## src/rtl/keypad_scanner_if.sv

```systemverilog
// Key-matrix pins plus the debounced key-event bus of the whack-a-mole keypad scanner.
interface keypad_scanner_if;
    logic [2:0] key_matrix_row;
    logic [2:0] key_matrix_col;
    logic [8:0] key_pressed;
    logic       key_any;
    logic       key_valid;
    logic [3:0] key_index;

    // Scanner side: samples rows, drives columns and publishes key state/events.
    modport master (
        input  key_matrix_row,
        output key_matrix_col,
        output key_pressed,
        output key_any,
        output key_valid,
        output key_index
    );

    // Matrix/consumer side.
    modport slave (
        output key_matrix_row,
        input  key_matrix_col,
        input  key_pressed,
        input  key_any,
        input  key_valid,
        input  key_index
    );
endinterface

```

## src/rtl/keypad_scanner.sv

```systemverilog
// 3x3 key matrix scanner: one-cold column drive, synchronized row sampling,
// whole-matrix frame debounce and a one-per-cycle queue of new-press events.
module keypad_scanner #(
    parameter int SCAN_TICKS     = 50_000,
    parameter int DEBOUNCE_SCANS = 5
) (
    input logic              clk,
    input logic              reset,
    keypad_scanner_if.master kp
);
    localparam int TICK_W = $clog2(SCAN_TICKS);
    localparam int CNT_W  = $clog2(DEBOUNCE_SCANS + 1);

    logic [2:0]        row_p0;
    logic [2:0]        row_p1;
    logic [2:0]        rows;
    logic [TICK_W-1:0] tick;
    logic [1:0]        col;
    logic [1:0]        col_next;
    logic [2:0]        col_drive;
    logic              last_tick;
    logic              frame_end;
    logic [8:0]        work_snap;
    logic [8:0]        snap;
    logic [8:0]        last_snap;
    logic [CNT_W-1:0]  cnt;
    logic [CNT_W-1:0]  cnt_next;
    logic [8:0]        pressed;
    logic [8:0]        pressed_next;
    logic [8:0]        newly;
    logic [8:0]        pending;
    logic [8:0]        drain;
    logic              vld;
    logic [3:0]        index;

    // Stable-frame count saturates at the acceptance threshold.
    function automatic logic [CNT_W-1:0] sat_inc(input logic [CNT_W-1:0] v);
        return (v == CNT_W'(DEBOUNCE_SCANS)) ? v : v + CNT_W'(1);
    endfunction

    // Index of the lowest set bit; callers only use it when v is non-zero.
    function automatic logic [3:0] lowest_index(input logic [8:0] v);
        logic [3:0] idx;
        idx = 4'd0;
        for (int i = 8; i >= 0; i--) begin
            if (v[i]) idx = 4'(i);
        end
        return idx;
    endfunction

    assign rows      = ~row_p1;
    assign last_tick = (tick == TICK_W'(SCAN_TICKS - 1));
    assign frame_end = last_tick && (col == 2'd2);
    assign col_next  = last_tick ? ((col == 2'd2) ? 2'd0 : col + 2'd1) : col;

    // Two-flop row synchronizer; idle lines read as released.
    always_ff @(posedge clk or posedge reset) begin
        if (reset) begin
            row_p0 <= 3'b111;
            row_p1 <= 3'b111;
        end else begin
            row_p0 <= kp.key_matrix_row;
            row_p1 <= row_p0;
        end
    end

    // Column sequencer; the drive register follows col_next so pins and col stay aligned.
    always_ff @(posedge clk or posedge reset) begin
        if (reset) begin
            tick      <= '0;
            col       <= 2'd0;
            col_drive <= 3'b110;
        end else begin
            tick      <= last_tick ? '0 : tick + TICK_W'(1);
            col       <= col_next;
            col_drive <= ~(3'b001 << col_next);
        end
    end

    // Working snapshot with this column's samples merged, plus debounce decisions.
    always_comb begin
        snap = work_snap;
        if (last_tick) begin
            case (col)
                2'd0: begin snap[0] = rows[0]; snap[3] = rows[1]; snap[6] = rows[2]; end
                2'd1: begin snap[1] = rows[0]; snap[4] = rows[1]; snap[7] = rows[2]; end
                2'd2: begin snap[2] = rows[0]; snap[5] = rows[1]; snap[8] = rows[2]; end
                default: ;
            endcase
        end
        cnt_next     = (snap != last_snap) ? CNT_W'(1) : sat_inc(cnt);
        pressed_next = pressed;
        if (frame_end && (cnt_next == CNT_W'(DEBOUNCE_SCANS))) pressed_next = snap;
        newly = pressed_next & ~pressed;
        drain = pending & (~pending + 9'd1);
    end

    // Snapshot capture and frame-end debounce state.
    always_ff @(posedge clk or posedge reset) begin
        if (reset) begin
            work_snap <= '0;
            last_snap <= '0;
            cnt       <= '0;
            pressed   <= '0;
        end else begin
            work_snap <= snap;
            pressed   <= pressed_next;
            if (frame_end) begin
                last_snap <= snap;
                cnt       <= cnt_next;
            end
        end
    end

    // Pending-press queue: drain the lowest index each cycle, merge new presses.
    always_ff @(posedge clk or posedge reset) begin
        if (reset) begin
            pending <= '0;
            vld     <= 1'b0;
            index   <= 4'd0;
        end else begin
            pending <= (pending & ~drain) | newly;
            vld     <= |pending;
            if (|pending) index <= lowest_index(drain);
        end
    end

    assign kp.key_matrix_col = col_drive;
    assign kp.key_pressed    = pressed;
    assign kp.key_any        = |pressed;
    assign kp.key_valid      = vld;
    assign kp.key_index      = index;
endmodule

```

## src/flat_wrapper.sv

```systemverilog
// flat-port wrapper written by rule: the top's interface ports become plain ports
module keypad_scanner_flat 
#(
    parameter int SCAN_TICKS     = 50_000,
    parameter int DEBOUNCE_SCANS = 5
)
  (clk, reset, kp_key_matrix_row, kp_key_matrix_col, kp_key_pressed, kp_key_any, kp_key_valid, kp_key_index);
  keypad_scanner_if kp_i ();
  input logic clk;
  input logic reset;
  input wire logic [$bits(kp_i.key_matrix_row)-1:0] kp_key_matrix_row;
  output wire logic [$bits(kp_i.key_matrix_col)-1:0] kp_key_matrix_col;
  output wire logic [$bits(kp_i.key_pressed)-1:0] kp_key_pressed;
  output wire logic [$bits(kp_i.key_any)-1:0] kp_key_any;
  output wire logic [$bits(kp_i.key_valid)-1:0] kp_key_valid;
  output wire logic [$bits(kp_i.key_index)-1:0] kp_key_index;
  assign kp_i.key_matrix_row = kp_key_matrix_row;
  assign kp_key_matrix_col = kp_i.key_matrix_col;
  assign kp_key_pressed = kp_i.key_pressed;
  assign kp_key_any = kp_i.key_any;
  assign kp_key_valid = kp_i.key_valid;
  assign kp_key_index = kp_i.key_index;
  keypad_scanner #(.SCAN_TICKS(SCAN_TICKS), .DEBOUNCE_SCANS(DEBOUNCE_SCANS)) u_core (.clk(clk), .reset(reset), .kp(kp_i));
endmodule
```

## config.mk

```make
export PLATFORM = sky130hd
export DESIGN_NAME = keypad_scanner_flat
export DESIGN_NICKNAME = d
export VERILOG_FILES = /design/src/rtl/keypad_scanner_if.sv /design/src/rtl/keypad_scanner.sv /design/src/flat_wrapper.sv
export SDC_FILE = /design/constraint.sdc
export NUM_CORES = 1
export LEC_CHECK = 0
export ABC_AREA = 0
export ABC_CLOCK_PERIOD_IN_PS = 2800
export CORE_ASPECT_RATIO = 2
export CORE_MARGIN = 1.5
export CORE_UTILIZATION = 35
export DETAILED_ROUTE_END_ITERATION = 8
export GPL_ROUTABILITY_DRIVEN = 1
export GPL_TIMING_DRIVEN = 0
export HOLD_SLACK_MARGIN = 0.15
export MAX_ROUTING_LAYER = met4
export PLACE_DENSITY = 0.63
export SLEW_MARGIN = 20
export SYNTH_ARGS = -nofsm -noshare
export SYNTH_HDL_FRONTEND = slang
export SYNTH_SLANG_ARGS = --single-unit
```

## constraint.sdc

```tcl
create_clock -name clk -period 2.8 [get_ports clk]
set_input_delay 0.56 -clock clk [delete_from_list [all_inputs] [get_ports clk]]
set_output_delay 0.56 -clock clk [all_outputs]
set_load 0.02 [all_outputs]
```

==> reports/results.tsv, run 1 <==
metric	value	unit
status	finished, final reports clean	
routedWlPerCell	15.56	um
postSynth.topFlopCell	dfrtp_1	
die_h	139.1	um
htree_levels	3	
hp-start	u_core.row_p0[2]	
routabilityCongestion	0.8055	
synth.avg_cell_area	10.73	sq um
cts_setup_buffers	0	
cp_max_fo	10	
wl	6861	um
rows	49	
setup_viol	0	
p_total	2.214	mW
r2r-start	u_core.tick[0]	
timing.rr.end	u_core.kp.key_pressed[7]	
synth-edff-count	0	
path_clk_slew	0.05	ns
multi_input_area	1384	sq um
cpPeakStageDelay	0.57	ns
fmax	371.5	MHz
syn-num-nets	310	
synth_area	3241	sq um
p_leak	1.957	nW
min_to	u_core.row_p1[2]	
routed_via_density	5.270	
worst_pin_slew	0.4846	ns
cts_buffers	9	
yosys-top-cells-count	dfrtp_1 (63), nand2_1 (39), nor2_1 (21)	
root_buffer	clkbuf_16	
p_per_area	559.3	nW/um^2
io-pin-count	23	
clkPwrFrac	51.3	%
overflow	0	
synth_top_area_share	48.65	%
grt_usage	15.82	%
crit_arrival	2.91	ns
rsz0062_at_grt	no	
whs_path_depth	0	
finalHoldViolCount	0	
max-slew-margin-rel	66.86	%
grt_pass1_wl	11620	um
layout.nets	343	
drv_slew	0	
initial_core_util	35.96	%
die-area	9880	sq um
first_pass_iters	4	
die_x	71.04	um
cts.sinks	71	
ys_seq_area_share	55.14	%
p_sw_share	19.68	%
worstSetupPathType	reg -> reg	
fin_crit	2.692	ns
hpwl	5020	um
ys_async_sr_fraction	100.0	%
synth.distinct_cells	52	
critPathCaptureType	register	
clock_tree.buffer_depth	2	
crit_path_cell_trace	ha_1 > and3_1 > buf_2 > and4_1 > nand4_1 > nand3_2 > or4_4 > buf_6 > buf_8 > mux2_4	
setup_tns	0	ns
worst_r2r_path_depth	10	
grt_pass1_vias	2414	
post_route_cells_drive_above_1_share	15.04	%
critPathSlowestCell	or4_4	
p_comb_share	1.7	%
drc_errors	0	
p_int	1.778	mW
n_fill_cell	871	
design.core.area	9012	sq um
io_buffers	22	
synth_area_leaders	dfrtp_1 (49%), dfstp_2 (6.5%), nand2_1 (4.5%)	
ys_warn_count	0	
min_path_type	reg -> reg	
seq_area	1787	sq um
ys_ff_latch	71	
clk_latency	0.33	ns
syn_to_final_growth	22.12	%
syn_inst	302	
cts_tree	yes	
rrSetupSlack	0.11	ns
seqPwrFrac	46.9	%
vias	2324	
grt_max_degree	55	
maxCapViolations	0	
start_kind	register	
insertedDiodeCount	0	
finClkSkew	0.009212	ns
min_period_over_period	96.13	%
peakVddDrop	286.8	uV
antenna_found_initial	0	
switching_power	0.4357	mW
first_iter_violations	156	
cp.required	3.02	ns
yosysMostFrequentCell	dfrtp_1	
ant_nets	0	
synth_area_leader_cell	dfrtp_1	
[registers in the layout, indices dropped and copies added (netlist names)]
name,cells
u_core.cnt,3
u_core.col,2
u_core.kp.key_index,4
u_core.kp.key_matrix_col,3
u_core.kp.key_pressed,9
u_core.kp.key_valid,1
u_core.last_snap,9
u_core.pending,9
u_core.row_p0,3
u_core.row_p1,3
u_core.tick,16
u_core.work_snap,9
[layout make-up]
class,instances,area share [%]
Multi-Input combinational cell,207,34.97
Sequential cell,71,45.15
Inverter,15,1.486
Clock buffer,12,6.481
Timing Repair Buffer,23,6.260
Clock inverter,3,1.075
Buffer,8,1.359
Tap cell,102,3.225
[repair_timing]
action	in CTS	in global routing
endpoints found under the setup margin	4	5
hold buffers	0	0
gates resized for setup	1	9
pin swaps	1	0
[worst max-delay path, delay by kind of cell, from the launching register on]
kind	cells	cell delay, ns
and+or+nand+nor	5	1.18
buffers and inverters	3	0.48
DFF	1	0.39
muxes	1	0.29
adders and majority gates	1	0.22
[how the worst max path moves through the flow]
stage	startpoint	end	slack (ns)
after floorplan	u_core.tick[0]	u_core.kp.key_pressed[7]	0.30
after global placement	reset	u_core.cnt[2]	-0.73
after detailed placement	u_core.tick[0]	u_core.kp.key_pressed[2]	-0.02
after CTS	u_core.tick[0]	u_core.kp.key_pressed[7]	0.06
after global routing	u_core.tick[0]	u_core.kp.key_pressed[7]	0.02
final	u_core.tick[0]	u_core.kp.key_pressed[7]	0.11
[power by group through the flow]
stage / combinational (mW) / sequential (mW) / clock (mW)
2_1_floorplan: 0.0211 / 1.05 / 0
3_3_place_gp: 0.0336 / 1.06 / 0
3_5_place_dp: 0.0404 / 1.06 / 0
4_1_cts: 0.0405 / 1.04 / 1.17
5_1_grt: 0.0443 / 1.04 / 1.22
6_report: 0.0382 / 1.04 / 1.14
[per-layer routing]
metal	global-route usage, %	vias up	routed length, um
met1	16.17	1136	2546
met4	9.732	0	296
met5	-	-	0
li1	-	1123	-
met2	27.10	44	3827
met3	3.052	21	191
[cell usage in the layout, fill, tap and decap left out, drive strengths merged, types with 2 or more instances in the layout]
master          n
mux2            9
nor3            7
and3            6
dfrtp          63
nor4b           2
nand2          39
xor2           12
nor4            3
o31ai          11
xnor2           7
and4bb          2
nand2b          5
nand4           5
o21a            7
nand3b          2
clkbuf         15
clkdlybuf4s50  22
inv            15
a2111oi         2
o22ai           3
ha              3
nand3          11
or4             4
a31oi           2
o21ai          10
a21oi           4
and2            5
nor2b          10
a21o            3
dfstp           8
buf             6
nor2           21
[metrics by stage]
| stage | area, sq um | hold WS (ns) | utilization (%) | setup slack (ns) | cells |
|---|---|---|---|---|---|
| floorplan | 3241 | 0.3452 | - | 0.3048 | 302 |
| global placement | 3588 | 0.3475 | 39.82 | -0.7310 | 426 |
| detailed placement | 3618 | 0.3472 | 40.15 | -0.02250 | 427 |
| CTS | 3919 | 0.3550 | 43.48 | 0.05545 | 442 |
| global route | 3958 | 0.3587 | 43.91 | 0.02147 | 441 |
| finish | 3958 | 0.3533 | 43.91 | 0.1083 | 441 |
[cell families after synthesis]
group / after synthesis / share of synthesized area, %
AOI/OAI and AO/OA: 47 / 9.846
xor gates and xnor gates: 19 / 5.135
adders and majority gates: 3 / 1.158
buffers and inverters: 24 / 3.436
DFF: 71 / 55.14
muxes: 10 / 3.552
and+or+nand+nor: 128 / 21.74
(Power assumes the default switching activity.)
==> run 2, diff against run 1 <==
--- a/config.mk
+++ b/config.mk
@@ -13,7 +13,7 @@
 export DETAILED_ROUTE_END_ITERATION = 8
 export GPL_ROUTABILITY_DRIVEN = 1
 export GPL_TIMING_DRIVEN = 0
-export HOLD_SLACK_MARGIN = 0.15
+export HOLD_SLACK_MARGIN = 0.06
 export MAX_ROUTING_LAYER = met4
 export PLACE_DENSITY = 0.63
 export SLEW_MARGIN = 20
==> results of run 2 <==
Same layout as run 1: the final DEF is identical, and so are final timing and power.
==> run 3, diff against run 2 <==
--- a/config.mk
+++ b/config.mk
@@ -16,7 +16,7 @@
 export HOLD_SLACK_MARGIN = 0.06
 export MAX_ROUTING_LAYER = met4
 export PLACE_DENSITY = 0.63
-export SLEW_MARGIN = 20
+export SLEW_MARGIN = 30
 export SYNTH_ARGS = -nofsm -noshare
 export SYNTH_HDL_FRONTEND = slang
 export SYNTH_SLANG_ARGS = --single-unit
==> reports/results.tsv, run 3 (synthesized netlist as in run 1, its figures left out) <==
metric	value	unit	change
layout.nets	344		+0.29%
rows	49		unchanged
hold_buffers	0		unchanged
first_iter_violations	99		-37%
p_per_area	560.2	nW/um^2	+0.16%
timing.final.ws_setup	0.07374	ns	-0.03455 ns
wl	6813	um	-0.70%
largest_register_ffs	16		unchanged
drc_errors	0		unchanged
insertedDiodeCount	0		unchanged
p_leak	1.955	nW	about the same
initial_core_util	35.96	%	unchanged
multi_input_area	1380	sq um	-0.27%
setup_viol	0		unchanged
grt_max_degree	53		-3.6%
htree_levels	3		unchanged
io-pin-count	23		unchanged
p_comb_share	1.7	%	about the same
vias	2331		+0.30%
final_cell_mix	dfrtp_1 (63), nand2_1 (39), clkdlybuf4s50_1 (22), nor2_1 (21), inv_1 (14)		
p_total	2.217	mW	+0.16%
syn_to_final_growth	22.12	%	unchanged
design.core.area	9012	sq um	unchanged
drv_slew	0		unchanged
n_fill_cell	871		unchanged
rsz0062_at_grt	yes		
start_kind	register		
status	finished, final reports clean		
p_sw_share	19.80	%	+0.11 points
path_clk_slew	0.06	ns	about the same
clock_tree.buffer_depth	2		unchanged
fin_cells	442		+0.23%
min_path_type	reg -> reg		
grt_usage	15.63	%	-0.19 points
routabilityCongestion	0.8055		unchanged
post_route_cells_drive_above_1_share	14.71	%	-0.34 points
worstSetupPathType	reg -> reg		
cp.required	3.02	ns	about the same
crit_arrival	2.95	ns	+0.04 ns
routed_via_density	5.274		about the same
max-slew-margin-rel	66.92	%	about the same
dpl.cell_count	427		unchanged
finClkSkew	0.007388	ns	-0.001824 ns
grt_pass1_vias	2404		-0.41%
ant_nets	0		unchanged
worst_pin_slew	0.4837	ns	-0.0009139 ns
regMostFlops	u_core.tick		
p_int	1.778	mW	about the same
peakVddDrop	256.3	uV	-11%
stdcell_area	3958	sq um	unchanged
antenna_found_initial	0		unchanged
first_pass_iters	4		unchanged
root_buffer	clkbuf_16		
post-place-ws	-0.01375	ns	+0.008750 ns
routedWlPerCell	15.41	um	-0.92%
cts.sinks	71		unchanged
min_period_over_period	97.37	%	+1.2 points
fin_crit	2.726	ns	+0.03455 ns
maxCapViolations	0		unchanged
dpl_cell_area	3618	sq um	unchanged
die_h	139.1	um	unchanged
finalHoldViolCount	0		unchanged
overflow	0		unchanged
die_x	71.04	um	unchanged
critPathCaptureType	register		
cts_buffers	9		unchanged
final_common_cell	dfrtp_1		
seq_area	1787	sq um	unchanged
io_buffers	22		unchanged
hold_ws	0.3542	ns	+0.0008590 ns
hpwl	4994	um	-0.52%
cts_tree	yes		
switching_power	0.4389	mW	+0.74%
fmax	366.8	MHz	-1.3%
seqPwrFrac	46.9	%	about the same
cp_max_fo	10		unchanged
clk_latency	0.33	ns	about the same
grt_pass1_wl	11460	um	-1.4%
clkPwrFrac	51.4	%	about the same
die-area	9880	sq um	unchanged
run 3: path summary, 6_finish.rpt:
check                      cells past startpoint  slack [ns]              from                        to
setup / recovery                              10        0.07    u_core.tick[0]  u_core.kp.key_pressed[7]
setup reg to reg                              10        0.07    u_core.tick[0]  u_core.kp.key_pressed[7]
min in group asynchronous                      2        0.53             reset    u_core.kp.key_index[3]
hold reg to reg                                0        0.35  u_core.row_p0[2]          u_core.row_p1[2]
hold / removal                                 0        0.35  u_core.row_p0[2]          u_core.row_p1[2]
max in group asynchronous                      3        1.68             reset          u_core.row_p0[2]
run 3: routing by layer:
layer | vias up | wire length [um] | track usage [%]
met3 | 22 | 199 | 3.488
li1 | 1127 | - | -
met2 | 42 | 3846 | 27.30
met4 | 0 | 327 | 10.13
met1 | 1140 | 2439 | 14.93
met5 | - | 0 | -
run 3: final cells by class:
type	count	share of cell area (%)
Tap cell	102	3.225
Inverter	15	1.486
Clock inverter	3	1.075
Multi-Input combinational cell	207	34.87
Sequential cell	71	45.15
Clock buffer	12	6.481
Buffer	9	1.454
Timing Repair Buffer	23	6.260
run 3: stage by stage:
stage                     utilization [%]  setup TNS (ns)
after global routing                43.91        -0.05220
after CTS                           43.48               0
after global placement              39.82          -45.99
final                               43.91               0
after floorplan                         -               0
after detailed placement            40.15        -0.02268
run 3: power groups by stage:
stage               combinational, mW  sequential, mW  clock, mW
floorplan                      0.0211            1.05          0
global placement               0.0336            1.06          0
detailed placement             0.0406            1.06          0
CTS                            0.0403            1.04       1.17
global route                   0.0438            1.04       1.22
finish                         0.0378            1.04       1.14
run 3: worst max-delay path, cell delays in order, from the launching register on:
cell	delay, ns
dfrtp_1	0.40
ha_1	0.22
and3_1	0.14
buf_2	0.17
and4_1	0.24
nand4_1	0.12
nand3_2	0.11
or4_1	0.59
buf_6	0.18
buf_8	0.14
mux2_4	0.29
run 3: repair_timing:
item,CTS,global route
setup endpoints to repair,3,6
pin swaps,1,0
resized for setup,1,8
cloned,0,0
setup buffers,0,0
